==> src/rtl/game_timer_if.sv <==
// game_timer_if: control and status bundle between the game-control FSM and the round timer.
// The BCD digit signals exist only when GAME_TIMER_BCD_EN is defined.
interface game_timer_if #(
    parameter int WIDTH = 6
);
    logic             start;
    logic             pause;
    logic             load;
    logic [WIDTH-1:0] load_value;
    logic [WIDTH-1:0] count;
    logic             running;
    logic             tick;
    logic             expired;
    logic             done;
    logic             warn;
`ifdef GAME_TIMER_BCD_EN
    logic [3:0]       bcd_tens;
    logic [3:0]       bcd_ones;
`endif

    modport master (
        output start, pause, load, load_value,
        input  count, running, tick, expired, done, warn
`ifdef GAME_TIMER_BCD_EN
        , bcd_tens, bcd_ones
`endif
    );

    modport slave (
        input  start, pause, load, load_value,
        output count, running, tick, expired, done, warn
`ifdef GAME_TIMER_BCD_EN
        , bcd_tens, bcd_ones
`endif
    );
endinterface

==> src/rtl/game_timer.sv <==
// game_timer: prescaled round countdown with pause/resume, runtime reload, low-time warning and expiry pulse.
// Defining GAME_TIMER_BCD_EN adds a registered two-digit BCD readout of the count.
module game_timer #(
    parameter int CLK_HZ  = 50_000_000,
    parameter int TICK_HZ = 1,
    parameter int WIDTH   = 6,
    parameter int START   = 60,
    parameter int WARN    = 10
) (
    input logic         clk,
    input logic         reset,
    game_timer_if.slave bus
);
    localparam int               DIV     = CLK_HZ / TICK_HZ;
    localparam int               PW      = (DIV > 1) ? $clog2(DIV) : 1;
    localparam logic [PW-1:0]    PRE_MAX = PW'(DIV - 1);
    localparam logic [WIDTH-1:0] START_V = WIDTH'(START);

    typedef enum logic [1:0] {IDLE, RUN, PAUSED, DONE} state_t;

    state_t           state, state_n;
    logic [PW-1:0]    prescaler, prescaler_n;
    logic [WIDTH-1:0] count_n;
    logic             tick_n, expired_n;

    // Leaving PAUSED with pause low advances the prescaler on that same edge,
    // so a pause held N cycles delays expiry by exactly N cycles.
    always_comb begin
        state_n     = state;
        prescaler_n = prescaler;
        count_n     = bus.count;
        tick_n      = 1'b0;
        expired_n   = 1'b0;
        if (bus.load) begin
            count_n     = bus.load_value;
            prescaler_n = '0;
            state_n     = (bus.load_value == '0) ? DONE : IDLE;
        end else if (bus.start) begin
            count_n     = START_V;
            prescaler_n = '0;
            state_n     = RUN;
        end else if (state == RUN || state == PAUSED) begin
            if (bus.pause) begin
                state_n = PAUSED;
            end else begin
                state_n = RUN;
                if (prescaler == PRE_MAX) begin
                    prescaler_n = '0;
                    tick_n      = 1'b1;
                    if (bus.count <= WIDTH'(1)) begin
                        count_n   = '0;
                        state_n   = DONE;
                        expired_n = (bus.count == WIDTH'(1));
                    end else begin
                        count_n = bus.count - WIDTH'(1);
                    end
                end else begin
                    prescaler_n = prescaler + PW'(1);
                end
            end
        end
    end

`ifdef GAME_TIMER_BCD_EN
    localparam logic [3:0] START_TENS = 4'(START / 10);
    localparam logic [3:0] START_ONES = 4'(START % 10);

    logic [3:0] tens_n, ones_n;

    always_comb begin
        tens_n = 4'd9;
        ones_n = 4'd9;
        if (int'(count_n) <= 99) begin
            tens_n = 4'(int'(count_n) / 10);
            ones_n = 4'(int'(count_n) % 10);
        end
    end
`endif

    always_ff @(posedge clk or posedge reset) begin
        if (reset) begin
            state       <= IDLE;
            prescaler   <= '0;
            bus.count   <= START_V;
            bus.tick    <= 1'b0;
            bus.expired <= 1'b0;
            bus.running <= 1'b0;
            bus.done    <= 1'b0;
            bus.warn    <= (START <= WARN);
`ifdef GAME_TIMER_BCD_EN
            bus.bcd_tens <= START_TENS;
            bus.bcd_ones <= START_ONES;
`endif
        end else begin
            state       <= state_n;
            prescaler   <= prescaler_n;
            bus.count   <= count_n;
            bus.tick    <= tick_n;
            bus.expired <= expired_n;
            bus.running <= (state_n == RUN);
            bus.done    <= (state_n == DONE);
            bus.warn    <= (count_n != '0) && (int'(count_n) <= WARN);
`ifdef GAME_TIMER_BCD_EN
            bus.bcd_tens <= tens_n;
            bus.bcd_ones <= ones_n;
`endif
        end
    end
endmodule

==> src/flat_wrapper.sv <==
// flat-port wrapper written by rule: the top's interface ports become plain ports
module game_timer_flat 
#(
    parameter int CLK_HZ  = 50_000_000,
    parameter int TICK_HZ = 1,
    parameter int WIDTH   = 6,
    parameter int START   = 60,
    parameter int WARN    = 10
)
  (clk, reset, bus_start, bus_pause, bus_load, bus_load_value, bus_count, bus_running, bus_tick, bus_expired, bus_done, bus_warn);
  game_timer_if #(.WIDTH(WIDTH)) bus_i ();
  input logic clk;
  input logic reset;
  input wire logic [$bits(bus_i.start)-1:0] bus_start;
  input wire logic [$bits(bus_i.pause)-1:0] bus_pause;
  input wire logic [$bits(bus_i.load)-1:0] bus_load;
  input wire logic [$bits(bus_i.load_value)-1:0] bus_load_value;
  output wire logic [$bits(bus_i.count)-1:0] bus_count;
  output wire logic [$bits(bus_i.running)-1:0] bus_running;
  output wire logic [$bits(bus_i.tick)-1:0] bus_tick;
  output wire logic [$bits(bus_i.expired)-1:0] bus_expired;
  output wire logic [$bits(bus_i.done)-1:0] bus_done;
  output wire logic [$bits(bus_i.warn)-1:0] bus_warn;
  assign bus_i.start = bus_start;
  assign bus_i.pause = bus_pause;
  assign bus_i.load = bus_load;
  assign bus_i.load_value = bus_load_value;
  assign bus_count = bus_i.count;
  assign bus_running = bus_i.running;
  assign bus_tick = bus_i.tick;
  assign bus_expired = bus_i.expired;
  assign bus_done = bus_i.done;
  assign bus_warn = bus_i.warn;
  game_timer #(.CLK_HZ(CLK_HZ), .TICK_HZ(TICK_HZ), .WIDTH(WIDTH), .START(START), .WARN(WARN)) u_core (.clk(clk), .reset(reset), .bus(bus_i));
endmodule
==> config.mk <==
export PLATFORM = sky130hd
export DESIGN_NAME = game_timer_flat
export DESIGN_NICKNAME = d
export VERILOG_FILES = /design/src/rtl/game_timer_if.sv /design/src/rtl/game_timer.sv /design/src/flat_wrapper.sv
export SDC_FILE = /design/constraint.sdc
export NUM_CORES = 1
export LEC_CHECK = 0
export ABC_AREA = 1
export ABC_CLOCK_PERIOD_IN_PS = 2510
export BUFFER_PORTS_ARGS = -buffer_cell sky130_fd_sc_hd__buf_2
export CAP_MARGIN = 25
export CORE_MARGIN = 2
export CORE_UTILIZATION = 50
export CTS_CLUSTER_DIAMETER = 80
export DETAILED_ROUTE_END_ITERATION = 10
export HOLD_SLACK_MARGIN = 0.1
export PLACE_DENSITY = 0.71
export REMOVE_ABC_BUFFERS = 1
export SLEW_MARGIN = 10
export SYNTH_ARGS = -nofsm -noshare
export SYNTH_HDL_FRONTEND = slang
export SYNTH_SLANG_ARGS = --single-unit
==> constraint.sdc <==
create_clock -name clk -period 2.51 [get_ports clk]
set_input_delay 0.502 -clock clk [delete_from_list [all_inputs] [get_ports clk]]
set_output_delay 0.502 -clock clk [all_outputs]
set_load 0.005 [all_outputs]
==> summary.txt <==
Die
  • Die width: 72.7 µm
  • Starting Density: a little over half
  • Core Region: between 4000 and 5000 µm²
  • Row count: 24
  • IO Pins: 22
  • Die Ht: between 70 and 80 µm
  • Die area: around 5300 µm²

Synthesis
  • Mean Syn Cell Area: 7.32 µm²
  • Cell Area, Synth: ~2400 µm²
  • Post-synth EDFFs: 0
  • Mapped Cells: roughly 320
  • Synth async-reset ratio: 100%
  • Synth Register Bits: 39
  • YS warnings: 0
  • Post-synth top flop: dfrtp_1
  • Seq/Total Area, Yosys: 41.6%
  • Unique masters post-synth: 37

Global routing
  • GRT Util Overall: 22.0%
  • Global route overflow: 0
  • Vias in the first global route: 2075
  • Pin count of the biggest net entering global routing: 40
  • Initial antenna violation count: 0
  • First-pass GRT wire length: approximately 9 mm

Setup path
  • Max incr delay on CP: roughly 400 ps
  • Worst path bufs/invs: 2
  • Worst setup SP type: flop
  • Cell Chain, Critical Path: ha_1, nand2_1, inv_1, nand2_4, nor2_1, nand4_1, inv_1, nand3_1, o21ai_0, a21oi_1
  • CP required: 2690 ps
  • Crit-path slowest cell: dfrtp_1
  • Setup Crit Path Kind: reg2reg
  • Crit path capture type: flop
  • Arr. time, crit path: 2060 ps
  • Crit path max fanout: 4
  • Delay-heaviest family, CP: simple AND/OR/NAND/NOR gates
  • Top cell by count, worst path: inv_1

Place
  • DP Wirelength: approximately 3.9 mm
  • IO buf count: 21
  • Final RePlAce weighted congestion: ~0.86
  • Placed cell count: roughly 400

Pwr
  • Maximum VDD drop: roughly 0.00034 V
  • Final total power: 1330 µW
  • Power Dens Cells: between 500 and 600 nW/µm²
  • P_leak: approximately 0.0014 µW

Timing
  • Crit share post-route: approximately three quarters
  • Hold_ws: about 320 ps
  • Fin. Hold Viols: 0
  • Setup TNS: 0 ps
  • Final Setup Violations: 0
  • Slew @ Worst Pin: 502 ps
  • Max Slew Vio Count: 0
  • RSZ-0062 raised after global routing: no
  • Tmin final: 1890 ps
  • Slew margin rel.: 66.5%
  • F_max: around 0.53 GHz
  • Clk_skew: 11.1 ps

Detailed routing
  • Post-Route WL: 5.14 mm
  • Initial DRC count: 174
  • Met3 WL post-DR: ~170 µm
  • Via count: about 2100
  • Routed met2 length: around 2.4 mm
  • TritonRoute pass-1 iters: 4
  • Final ANT Viol Nets: 0
  • Residual DRC: 0
  • Met1 Routed Length: about 2.5 mm
  • Wirelength per Cell: between 10 and 15 µm
  • Uppermost layer routed: met4
  • Vias per cell: ~5.2

Cells and area
  • Non-Filler Instances: between 400 and 500
  • # nets final: around 360
  • Most frequent cells in the layout: nand2_1 (68), inv_1 (55), nor2_1 (47)
  • Commonest non-fill, non-tap cell in the layout: nand2_1
  • Ant diodes: 0
  • Layout cells sized above 1: between 10% and 20%
  • P&R area growth vs syn: 12.6%
  • Util after Layout: about 60%

CTS
  • # hold bufs at CTS: 0
  • H-Tree Depth: 2
  • Clock latency on the worst-skew pair: ~290 ps
  • CTS buffer count: 5
  • CTS Root Cell: clkbuf_8
  • Post-CTS sizing: 0
  • Clock Sinks: 39
  • # Post-CTS Setup Buffers: 0
  • Clk pin slew, worst setup/hold paths: roughly 80 ps
  • CTS max path bufs: 2
  • TritonCTS clock tree: done

Flow run
  • Maxcap violations: 0

Min path
  • Hold crit path type: in2async

Status
  • Status: completed
final cells by class:
| class | instances | area (µm²) |
|---|---|---|
| Sequential cell | 39 | 981 |
| Clock inverter | 2 | 35.0 |
| Fill cell | 420 | 1790 |
| Inverter | 58 | 220 |
| Tap cell | 52 | 65.1 |
| Clock buffer | 6 | 82.6 |
| Timing Repair Buffer | 24 | 128 |
| Multi-Input combinational cell | 222 | 1140 |
routing by layer:
layer / global-route usage [%] / vias up
met1: 28.4 / 969
met2: 36.8 / 28
met3: 4.56 / 6
met5: 0 / -
met4: 7.61 / 0
li1: - / 1087
state kept, by name, summed over array words and instances (netlist names):
signal	count
u_core.prescaler	26
u_core.bus.done	1
u_core.bus.warn	1
u_core.bus.count	6
u_core.bus.tick	1
u_core.bus.running	1
u_core.state	2
u_core.bus.expired	1
synth_stat cells, types with 2 or more instances:
master	n	area, µm²
a211oi_1	3	22.5
a21oi_1	10	50.1
a31oi_1	4	25.0
buf_2	2	10.0
clkinv_2	2	10.0
dfrtp_1	35	876
dfstp_2	4	105
ha_1	3	37.5
inv_1	55	206
nand2_1	68	255
nand2_2	3	18.8
nand2_4	3	33.8
nand3_1	25	125
nand3_2	2	20.0
nand4_1	9	56.3
nor2_1	47	176
nor2_4	2	22.5
nor2_8	2	40.0
nor3_1	7	35.0
nor4_1	4	25.0
o211a_1	3	30.0
o21ai_0	10	50.1
o21ai_1	3	15.0
or2_2	3	18.8
final timing paths:
check	to	slack, ps	from	cells past startpoint
max in group asynchronous	u_core.bus.count[5]$_DFF_PP1_	1830	reset	3
hold reg to reg	u_core.prescaler[1]$_DFFE_PP0P_	530	u_core.prescaler[1]$_DFFE_PP0P_	1
setup / recovery	u_core.prescaler[24]$_DFFE_PP0P_	620	u_core.prescaler[0]$_DFFE_PP0P_	10
min in group clk	u_core.bus.count[0]$_DFF_PP0_	500	bus_load_value[0]	3
hold / removal	u_core.prescaler[1]$_DFFE_PP0P_	320	reset	3
setup reg to reg	u_core.prescaler[24]$_DFFE_PP0P_	620	u_core.prescaler[0]$_DFFE_PP0P_	10
worst reg2reg max path, stage by stage (launching register included):
cell and delay [ps]:
dfrtp_1 400, ha_1 190, nand2_1 70, inv_1 130, nand2_4 90, nor2_1 210, nand4_1 210, inv_1 150
nand3_1 100, o21ai_0 170, a21oi_1 60
power by group:
group / switching, µW / internal (µW) / total [µW] / leakage (µW)
combinational: 82.5 / 42.3 / 125 / 0.000831
sequential: 11.0 / 644 / 655 / 0.000524
clock: 226 / 322 / 548 / 0.0000612
total: 320 / 1010 / 1330 / 0.00142
through the flow:
step	setup WS [ps]	instance area [µm²]
CTS	652	2660
global placement	639	2540
global route	464	2660
floorplan	824	2340
finish	625	2660
detailed placement	636	2540
cells by family after synthesis:
| kind of cell | Yosys count | synth area share (%) |
|---|---|---|
| fa+ha+maj | 3 | 1.59 |
| simple gates | 179 | 36.2 |
| buf+inv | 61 | 9.92 |
| compound gates | 39 | 10.3 |
| xor+xnor | 1 | 0.371 |
| flops | 39 | 41.6 |
(Power assumes the default switching activity.)
